==> src/rtl/serial_adder.sv <==
// Bit-serial ripple adder: one full-adder cell and a carry flop, LSB first, WIDTH cycles per add.
// Optional signed-overflow output enabled by defining SERIAL_ADDER_OVF_EN.
module serial_adder #(
  parameter int unsigned WIDTH = 8
) (
  input  logic             clk,
  input  logic             rst_n,
  input  logic             start,
  input  logic [WIDTH-1:0] a,
  input  logic [WIDTH-1:0] b,
  input  logic             cin,
  output logic             busy,
  output logic             done,
  output logic [WIDTH-1:0] sum,
  output logic             cout
`ifdef SERIAL_ADDER_OVF_EN
  ,
  output logic             ovf
`endif
);

  localparam int unsigned CNT_W = $clog2(WIDTH) + 1;

  typedef enum logic [1:0] {
    IDLE = 2'b00,
    RUN  = 2'b01,
    DONE = 2'b10
  } state_e;

  state_e             state_q, state_d;
  logic [WIDTH-1:0]   a_sh_q, a_sh_d;
  logic [WIDTH-1:0]   b_sh_q, b_sh_d;
  logic [WIDTH-1:0]   res_q, res_d;
  logic               c_q, c_d;
  logic [CNT_W-1:0]   cnt_q, cnt_d;
  logic [WIDTH-1:0]   sum_q, sum_d;
  logic               cout_q, cout_d;
  logic               busy_q, busy_d;
  logic               done_q, done_d;
`ifdef SERIAL_ADDER_OVF_EN
  logic               ovf_q, ovf_d;
`endif

  logic fa_a, fa_b, fa_p, bit_s, bit_c;

  // Full-adder bit cell: sum = a^b^c, carry = a&b | c&(a^b)
  always_comb begin
    fa_a  = a_sh_q[0];
    fa_b  = b_sh_q[0];
    fa_p  = fa_a ^ fa_b;
    bit_s = fa_p ^ c_q;
    bit_c = (fa_a & fa_b) | (c_q & fa_p);
  end

  // Next-state and datapath update
  always_comb begin
    state_d = state_q;
    a_sh_d  = a_sh_q;
    b_sh_d  = b_sh_q;
    res_d   = res_q;
    c_d     = c_q;
    cnt_d   = cnt_q;
    sum_d   = sum_q;
    cout_d  = cout_q;
`ifdef SERIAL_ADDER_OVF_EN
    ovf_d   = ovf_q;
`endif
    case (state_q)
      IDLE: begin
        if (start) begin
          a_sh_d  = a;
          b_sh_d  = b;
          c_d     = cin;
          cnt_d   = '0;
          state_d = RUN;
        end
      end
      RUN: begin
        c_d    = bit_c;
        a_sh_d = a_sh_q >> 1;
        b_sh_d = b_sh_q >> 1;
        res_d  = {bit_s, res_q[WIDTH-1:1]};
        cnt_d  = cnt_q + CNT_W'(1);
        if (cnt_q == CNT_W'(WIDTH - 1)) begin
          sum_d   = {bit_s, res_q[WIDTH-1:1]};
          cout_d  = bit_c;
`ifdef SERIAL_ADDER_OVF_EN
          // c_q here is the carry into the MSB, bit_c the carry out of it
          ovf_d   = c_q ^ bit_c;
`endif
          state_d = DONE;
        end
      end
      DONE: state_d = IDLE;
      default: state_d = IDLE;
    endcase
    busy_d = (state_d == RUN);
    done_d = (state_d == DONE);
  end

  always_ff @(posedge clk) begin
    if (!rst_n) begin
      state_q <= IDLE;
      a_sh_q  <= '0;
      b_sh_q  <= '0;
      res_q   <= '0;
      c_q     <= 1'b0;
      cnt_q   <= '0;
      sum_q   <= '0;
      cout_q  <= 1'b0;
      busy_q  <= 1'b0;
      done_q  <= 1'b0;
`ifdef SERIAL_ADDER_OVF_EN
      ovf_q   <= 1'b0;
`endif
    end else begin
      state_q <= state_d;
      a_sh_q  <= a_sh_d;
      b_sh_q  <= b_sh_d;
      res_q   <= res_d;
      c_q     <= c_d;
      cnt_q   <= cnt_d;
      sum_q   <= sum_d;
      cout_q  <= cout_d;
      busy_q  <= busy_d;
      done_q  <= done_d;
`ifdef SERIAL_ADDER_OVF_EN
      ovf_q   <= ovf_d;
`endif
    end
  end

  assign busy = busy_q;
  assign done = done_q;
  assign sum  = sum_q;
  assign cout = cout_q;
`ifdef SERIAL_ADDER_OVF_EN
  assign ovf  = ovf_q;
`endif

endmodule

==> config.mk <==
export PLATFORM = sky130hd
export DESIGN_NAME = serial_adder
export DESIGN_NICKNAME = d
export VERILOG_FILES = /design/src/rtl/serial_adder.sv
export SDC_FILE = /design/constraint.sdc
export NUM_CORES = 1
export LEC_CHECK = 0
export CAP_MARGIN = 20
export CORE_MARGIN = 4
export CORE_UTILIZATION = 30
export CTS_BUF_LIST = sky130_fd_sc_hd__clkbuf_16
export DETAILED_ROUTE_END_ITERATION = 12
export DONT_BUFFER_PORTS = 1
export GPL_TIMING_DRIVEN = 0
export PLACE_DENSITY = 0.45
export SLEW_MARGIN = 20
export SYNTH_ARGS = -nofsm -noshare
export SYNTH_HDL_FRONTEND = slang
export SYNTH_SLANG_ARGS = --single-unit
==> constraint.sdc <==
create_clock -name clk -period 3.1 [get_ports clk]
set_clock_uncertainty 0.2 [all_clocks]
set_input_delay 0.62 -clock clk [delete_from_list [all_inputs] [get_ports clk]]
set_output_delay 0.62 -clock clk [all_outputs]
set_load 0.01 [all_outputs]
==> impl_metrics.py, run 1 <==
metrics = {
    "run_status": {
        "status": "complete, no violations",
    },
    "setup_path": {
        "cp.required_ns": 3.11,
        "r2r_slack_ns": 1.43,
        "worst_ep_arrival_time_ns": 1.68,
        "cp-end-kind": "flip-flop",
        "worstPathBufferInverterCount": 2,
        "crit_type": "reg2reg",
        "r2r-start": "state_q[1]",
        "path_delay_family": "compound AO/OA/AOI/OAI gates",
        "critical_path.cell_chain": "buf_6 -> o21ba_2 -> clkbuf_1 -> o21ai_0 -> a21oi_1",
        "critical-path-slowest-cell": "clkbuf_1",
        "critPathMaxStageDelay_ns": 0.38,
        "crit_path_max_fanout": 10,
        "worstSetupStartpointType": "flip-flop",
        "regToRegEndpoint": "a_sh_q[4]",
        "reg2regPathDepth": 5,
    },
    "min_path": {
        "min_from": "res_q[1]",
        "hold_depth": 2,
        "hp-class": "reg2reg",
        "hold_end": "res_q[1]",
    },
    "synthesis": {
        "synth_nets": 212,
        "ys_seq_elements": 41,
        "ys_warn_count": 0,
        "synth_top_cell_area_share_pct": 48.6,
        "synthTopCellsByCount": "dfxtp_1, nand2_1, a21oi_1, o21ai_0, mux2i_1",
        "yosysMostFrequentCell": "dfxtp_1",
        "yosysSeqAreaShare_pct": 48.6,
        "yosys-top-cells-area": "dfxtp_1, nand2_1, a21oi_1",
        "syn-instance-count": 190,
        "synth_area_mm2": 0.00169,
        "yosysUniqueCellTypes": 34,
        "synth-edff-count": 0,
        "yosys.area.top_type": "dfxtp_1",
        "async_flop_share_pct": 0,
        "synthFlopType": "dfxtp_1",
        "avgSynthCellArea_um2": 8.90,
    },
    "clock_tree": {
        "clk_latency_ns": 0.28,
        "clkSlewWorstSetupHoldPaths_ns": 0.06,
        "root_buffer": "clkbuf_16",
        "cts.sinks": 41,
        "cts_resized": 0,
        "cts.htree.levels": 2,
        "clockBufferDepth": 2,
        "post-cts-setup-buffer-count": 0,
        "ctsHoldBuffers": 0,
        "cts_buffers": 5,
        "cts_tree": "built",
    },
    "routing": {
        "avgRoutedWirePerCell_um": 14.1,
        "drt_iter0_markers": 65,
        "vias": 1347,
        "vias_per_cell": 4.99,
        "drc": 0,
        "drt-total-wl_um": 3800,
        "ant_nets": 0,
        "first_pass_iters": 4,
    },
    "place": {
        "placed_area_mm2": 0.00178,
        "dp_hpwl_um": 2800,
        "placed_cells": 262,
        "portBuffers": 0,
        "gp_congestion": 0.802,
        "pre_cts_ws_ns": 1.21,
    },
    "timing": {
        "slew_headroom_pct": 68.8,
        "finalCritPeriodShare_pct": 53.9,
        "rsz0062_at_grt": "no",
        "final_max_slew_viol_count": 0,
        "fin_ws_ns": 1.43,
        "setup_violations": 0,
        "setup_tns_ns": 0,
        "tightest_slew_ns": 0.468,
        "max_freq_ghz": 0.598,
        "finalHoldViolations": 0,
        "holdWs_ns": 0.269,
        "finalCriticalPeriod_ns": 1.67,
    },
    "cells_and_area": {
        "syn2layout_area_growth_pct": 13.8,
        "diodes": 0,
        "stdcell_count": 270,
        "fillCellCount": 601,
        "finalInstanceArea_mm2": 0.00192,
        "layout-drive-gt1-share_pct": 12.6,
        "nNetsFinal": 219,
    },
    "global_routing": {
        "antenna_found_initial": 0,
        "grt.total_usage_pct": 11.5,
        "grt_pass1_wl_um": 6540,
        "grt_start_max_net_pins": 14,
        "grt_pass1_vias": 1334,
        "overflow": 0,
    },
    "pwr": {
        "p_clk_share_pct": 43.2,
        "vdd_drop_max_uv": 268,
        "power.switching_mw": 0.274,
        "p_leak_nw": 0.676,
        "intPower_mw": 0.883,
        "seq_power_share_pct": 48.8,
        "swShare_pct": 23.7,
        "p_comb_share_pct": 7.9,
        "power.density_mw_per_mm2": 602,
    },
    "die": {
        "row_count": 27,
        "io_pins": 31,
        "die_area_mm2": 0.00690,
        "core-area_mm2": 0.00547,
        "fp.dieW_um": 83.1,
        "die_height_um": 83.1,
        "initial_core_util_pct": 30.9,
    },
    "run": {
        "max-cap-violations": 0,
    },
}
-- state kept, by name, indices dropped and copies added, names as in the netlist --
register and cells:
state_q 2, done 1, cnt_q 4, cout 1
busy 1, c_q 1, res_q 7, sum 8
b_sh_q 8, a_sh_q 8
-- area by class of cell --
type	count	area (um2)	share of cell area, %
plain buffers	14	73.8	3.84
well taps	72	90.1	4.68
clock buffers	5	125	6.51
inverters	3	11.3	0.586
flip-flops and latches	41	821	42.7
clock inverters	3	17.5	0.911
multi-input cells	132	785	40.8
-- cells by family after synthesis --
family,after synthesis,synth area share [%]
and+or+nand+nor,61,19.3
AOI/OAI and AO/OA,59,19.2
DFF,41,48.6
buffers and inverters,17,5.03
muxes,10,5.92
adders and majority gates,2,1.92
-- cells in the final DEF (no fill, tap or decap), drive strengths merged --
cell,instances
buf,6
nand2,33
or3,1
fa,1
clkinv,2
nor2b,2
a222oi,1
inv,3
nand3,2
a31oi,1
and3,2
nor2,6
and2b,1
nand2b,2
dfxtp,41
o21ai,23
or3b,8
a21oi,22
clkinvlp,1
a22oi,3
ha,1
nor3b,1
nor3,2
o21bai,1
o22ai,7
o21ba,1
clkbuf,13
mux2i,10
nand4b,1
-- tightest hold or removal path: stages, from the launching register on --
cell and delay, ns:
dfxtp_1 0.31, nand2_1 0.05, a21oi_1 0.06
-- how the worst max path moves through the flow --
stage	cells past startpoint	startpoint	to	slack, ns
3_5_place_dp	4	start	b_sh_q[5]	1.21
4_1_cts	5	state_q[1]	b_sh_q[6]	1.44
3_3_place_gp	4	start	b_sh_q[2]	1.23
5_1_grt	5	state_q[1]	a_sh_q[2]	1.30
2_1_floorplan	4	start	b_sh_q[3]	1.38
6_report	5	state_q[1]	a_sh_q[4]	1.43
-- through the flow --
stage	total power, mW	utilization [%]
2_1_floorplan	0.644	-
3_3_place_gp	0.666	32.5
3_5_place_dp	0.669	32.5
4_1_cts	1.17	35.1
5_1_grt	1.21	35.1
6_report	1.16	35.1
-- power groups by stage --
stage | registers [mW] | logic [mW] | clock network [mW]
2_1_floorplan | 0.572 | 0.0720 | 0
3_3_place_gp | 0.575 | 0.0911 | 0
3_5_place_dp | 0.576 | 0.0926 | 0
4_1_cts | 0.565 | 0.0931 | 0.513
5_1_grt | 0.567 | 0.106 | 0.536
6_report | 0.565 | 0.0920 | 0.501
-- metal layers --
layer	share of wire (%)	routed length, um	track usage [%]
met1	47	1780	15.2
met2	45	1700	17.3
met3	7.3	276	4.66
met4	1.1	40	3.12
met5	0	0	0
No activity file was read; power rests on OpenSTA's default activity.
==> inputs of run 2 (changes only) <==
Settings changed: PLACE_DENSITY 0.45 to 0.46.
Clock period 3.1 ns to 1.45 ns, I/O delays scaled along.
==> impl_metrics.py, run 2 (same netlist as run 1, synthesis figures left out) <==
metrics = {
    "cells_and_area": {
        "final_common_cell": "dfxtp_1",
        "syn2layout_area_growth_pct": 29.3,
        "finalInstanceArea_mm2": 0.00219,
        "fillCellCount": 555,
        "layout_common_cells": "dfxtp_1, nand2_1, a21oi_1",
        "layout-drive-gt1-share_pct": 24.4,
        "diodes": 0,
        "stdcell_count": 277,
        "nNetsFinal": 226,
    },
    "run_status": {
        "status": "complete, no violations",
    },
    "timing": {
        "finalHoldViolations": 0,
        "setup_tns_ns": 0,
        "tightest_slew_ns": 0.454,
        "slew_headroom_pct": 69.7,
        "setup_violations": 0,
        "finalCriticalPeriod_ns": 1.41,
        "max_freq_ghz": 0.709,
        "finalCritPeriodShare_pct": 97.2,
        "final_max_slew_viol_count": 0,
        "rsz0062_at_grt": "yes",
    },
    "run": {
        "max-cap-violations": 0,
    },
    "die": {
        "row_count": 27,
        "core-area_mm2": 0.00547,
        "die_height_um": 83.1,
        "io_pins": 31,
        "fp.dieW_um": 83.1,
        "die_area_mm2": 0.00690,
        "initial_core_util_pct": 30.9,
    },
    "clock_tree": {
        "cts.sinks": 41,
        "clk_latency_ns": 0.28,
        "clockBufferDepth": 2,
        "clkSlewWorstSetupHoldPaths_ns": 0.06,
        "cts_buffers": 5,
        "root_buffer": "clkbuf_16",
        "cts.htree.levels": 2,
        "cts_tree": "built",
    },
    "pwr": {
        "vdd_drop_max_uv": 504,
        "power.density_mw_per_mm2": 1330,
        "p_leak_nw": 0.813,
        "total_power_mw": 2.91,
    },
    "setup_path": {
        "critPathMaxStageDelay_ns": 0.35,
        "critical-path-slowest-cell": "or3b_4",
        "critical_path.cell_chain": "buf_6 -> buf_6 -> or3b_4 -> o21ai_1 -> a21oi_1",
        "path_delay_family": "simple AND/OR/NAND/NOR gates",
        "cp.required_ns": 1.42,
        "worst_ep_arrival_time_ns": 1.38,
        "crit_path_max_fanout": 6,
        "worstPathBufferInverterCount": 2,
        "cp-end-kind": "flip-flop",
        "cpMostUsedCell": "buf_6",
        "crit_type": "reg2reg",
        "worstSetupStartpointType": "flip-flop",
    },
    "global_routing": {
        "grt_start_max_net_pins": 14,
        "grt_pass1_wl_um": 6910,
        "grt.total_usage_pct": 12.5,
        "grt_pass1_vias": 1343,
        "overflow": 0,
        "antenna_found_initial": 0,
    },
    "place": {
        "placed_area_mm2": 0.00179,
        "portBuffers": 0,
        "gp_congestion": 0.673,
        "dp_hpwl_um": 2780,
        "placed_cells": 262,
    },
    "routing": {
        "ant_nets": 0,
        "first_pass_iters": 4,
        "drc": 0,
        "vias": 1364,
        "vias_per_cell": 4.92,
        "drt_iter0_markers": 81,
        "drt-total-wl_um": 4220,
        "avgRoutedWirePerCell_um": 15.2,
    },
    "min_path": {
        "hp-class": "in2reg",
    },
}
[run 2: cell types whose count changed in the layout (fill, tap and decap cells not counted), moves of 3 or more]
cell      delta
dfxtp_1      -5
buf_6        +3
or3b_4       +5
buf_4        +4
clkbuf_1     -3
o21ai_2      +5
o21ai_0      -5
or3b_2       -5
dfxtp_2      +3
[run 2: final timing paths]
check	from	to	slack (ns)	cells after the start
setup / recovery	state_q[0]	b_sh_q[2]	0.04	5
hold / removal	a[5]	a_sh_q[5]	0.02	2
setup reg to reg	state_q[0]	b_sh_q[2]	0.04	5
hold reg to reg	res_q[1]	res_q[1]	0.26	2
[run 2: repair_timing]
item	CTS	global route
setup buffers	3	2
pin swaps	7	7
resized for setup	17	28
cloned	1	1
setup endpoints to repair	26	29
endpoints found under the hold margin	2	0
hold buffers	2	0
[run 2: per-layer routing]
| layer | wire [um] | global-route usage [%] |
|---|---|---|
| met3 | 226 | 4.37 |
| met2 | 1950 | 18.0 |
| met4 | 47 | 4.90 |
| met1 | 1990 | 17.0 |
| met5 | 0 | 0 |
[run 2: layout make-up]
| type | instances | area (um2) | area share (%) |
|---|---|---|---|
| Multi-Input combinational cell | 132 | 887 | 40.6 |
| Sequential cell | 41 | 832 | 38.1 |
| Clock buffer | 5 | 125 | 5.72 |
| Tap cell | 72 | 90.1 | 4.12 |
| Timing Repair Buffer | 9 | 88.8 | 4.06 |
| Buffer | 12 | 86.3 | 3.95 |
| Clock inverter | 3 | 65.1 | 2.98 |
| Inverter | 3 | 11.3 | 0.515 |
[run 2: report_power, final]
group          total [mW]  switching (mW)  internal (mW)
Clock                1.44           0.452          0.983
Combinational       0.259           0.136          0.123
Sequential           1.21          0.0339           1.18
Total                2.91           0.622           2.28
[run 2: per-stage QoR]
step	setup slack [ns]	util [%]	hold slack [ns]
floorplan	0.00250	-	0.237
global placement	-0.203	32.6	0.246
detailed placement	-0.218	32.6	0.248
CTS	-0.0219	38.2	0.0205
global route	-0.0141	39.9	0.0228
finish	0.0405	39.9	0.0217
==> inputs of run 3 (changes only) <==
Settings changed: PLACE_DENSITY 0.46 to default.
==> impl_metrics.py, run 3 (same netlist as run 1, synthesis figures left out) <==
metrics = {
    "setup_path": {
        "cp.required_ns": 1.46,
        "cpMostUsedCell": "buf_6",
        "critPathMaxStageDelay_ns": 0.32,
        "worstSetupStartpointType": "flip-flop",
        "critical_path.cell_chain": "buf_6 -> buf_6 -> nand4b_4 -> nor2_4 -> buf_12 -> mux2i_1",
        "path_delay_family": "buffers and inverters",
        "worst_ep_arrival_time_ns": 1.46,
        "crit_path_max_fanout": 8,
        "cp-end-kind": "flip-flop",
        "worstPathBufferInverterCount": 3,
        "crit_type": "reg2reg",
        "critical-path-slowest-cell": "dfxtp_2",
    },
    "clock_tree": {
        "cts_tree": "built",
        "cts.htree.levels": 2,
        "clk_latency_ns": 0.28,
        "cts_buffers": 5,
        "cts.sinks": 41,
        "root_buffer": "clkbuf_16",
        "clockBufferDepth": 2,
        "clkSlewWorstSetupHoldPaths_ns": 0.06,
    },
    "cells_and_area": {
        "syn2layout_area_growth_pct": 27.0,
        "final_common_cell": "dfxtp_1",
        "layout_common_cells": "dfxtp_1, nand2_1, a21oi_1",
        "diodes": 0,
        "stdcell_count": 281,
        "fillCellCount": 561,
        "multi_input_area_um2": 876,
        "layout-drive-gt1-share_pct": 22.0,
        "nNetsFinal": 230,
        "seq_area_um2": 825,
    },
    "pwr": {
        "vdd_drop_max_uv": 400,
        "power.density_mw_per_mm2": 1160,
        "total_power_mw": 2.50,
        "p_clk_share_pct": 41.2,
        "swShare_pct": 23.1,
        "p_comb_share_pct": 10.2,
        "seq_power_share_pct": 48.6,
        "intPower_mw": 1.92,
        "p_leak_nw": 0.813,
        "power.switching_mw": 0.578,
    },
    "routing": {
        "vias_per_cell": 4.84,
        "vias": 1359,
        "drc": 0,
        "drt_iter0_markers": 80,
        "ant_nets": 0,
        "avgRoutedWirePerCell_um": 14.9,
        "first_pass_iters": 4,
        "drt-total-wl_um": 4180,
    },
    "die": {
        "die_height_um": 83.1,
        "io_pins": 31,
        "fp.dieW_um": 83.1,
        "row_count": 27,
        "initial_core_util_pct": 30.9,
        "die_area_mm2": 0.00690,
        "core-area_mm2": 0.00547,
    },
    "place": {
        "dp_hpwl_um": 2760,
        "portBuffers": 0,
        "gp_congestion": 0.741,
        "placed_cells": 262,
    },
    "timing": {
        "tightest_slew_ns": 0.490,
        "finalCritPeriodShare_pct": 100,
        "setup_violations": 0,
        "finalCriticalPeriod_ns": 1.45,
        "finalHoldViolations": 0,
        "max_freq_ghz": 0.690,
        "slew_headroom_pct": 67.3,
        "final_max_slew_viol_count": 0,
        "rsz0062_at_grt": "yes",
    },
    "global_routing": {
        "grt_pass1_wl_um": 6710,
        "grt.total_usage_pct": 12.2,
        "grt_start_max_net_pins": 12,
        "grt_pass1_vias": 1382,
        "overflow": 0,
        "antenna_found_initial": 0,
    },
    "run_status": {
        "status": "complete, no violations",
    },
    "min_path": {
        "hp-class": "in2reg",
    },
    "run": {
        "max-cap-violations": 0,
    },
}
[run 3: worst paths after layout]
check              from        end  slack [ns]  cells after the start
max reg2reg  state_q[0]     sum[0]      0.0004                      6
min                a[5]  a_sh_q[5]        0.03                      2
min reg2reg    res_q[1]   res_q[1]        0.26                      2
max          state_q[0]     sum[0]      0.0004                      6
[run 3: worst reg2reg max path, stage by stage, from the launching register on]
cell	delay [ns]
dfxtp_2	0.32
buf_6	0.14
buf_6	0.11
nand4b_4	0.12
nor2_4	0.15
buf_12	0.14
mux2i_1	0.19
[run 3: power groups by stage]
stage,Combinational (mW),Clock (mW),Sequential (mW)
finish,0.256,1.03,1.21
global route,0.287,1.10,1.22
CTS,0.232,1.05,1.21
detailed placement,0.205,0,1.23
global placement,0.200,0,1.23
floorplan,0.158,0,1.22
[run 3: final cells by class]
class,count,share of cell area [%]
inverter,3,0.524
tap,72,4.20
clock inverter,3,0.524
timing repair buffer,13,5.89
sequential,41,38.4
clock buffer,5,5.83
multi-input combinational,132,40.8
buffer,12,3.85
[run 3: per-stage QoR]
step / setup TNS (ns) / area [um2] / hold slack (ns) / utilization [%] / setup WS (ns)
2_1_floorplan: 0 / 1700 / 0.237 / - / 0.00250
3_3_place_gp: -4.40 / 1790 / 0.243 / 32.6 / -0.148
3_5_place_dp: -4.81 / 1790 / 0.250 / 32.6 / -0.204
4_1_cts: -0.0841 / 2050 / 0.0227 / 37.4 / -0.0373
5_1_grt: -0.362 / 2150 / 0.0489 / 39.2 / -0.0555
6_report: 0 / 2150 / 0.0316 / 39.2 / 0.000394
[run 3: timing repair]
| item | 4_1_cts | 5_1_grt |
|---|---|---|
| hold buffers | 2 | 0 |
| setup endpoints to repair | 26 | 29 |
| hold endpoints to repair | 2 | 0 |
| gates cloned | 0 | 0 |
| resized for setup | 20 | 21 |
| pin swaps | 10 | 7 |
| buffers inserted | 5 | 6 |
[run 3: routing by layer]
layer	vias to the layer above	GRT usage, %	wire length [um]
met5	-	0	0
met4	0	4.01	37
met3	4	5.95	289
met2	27	18.7	1950
met1	628	15.0	1910
li1	700	-	-
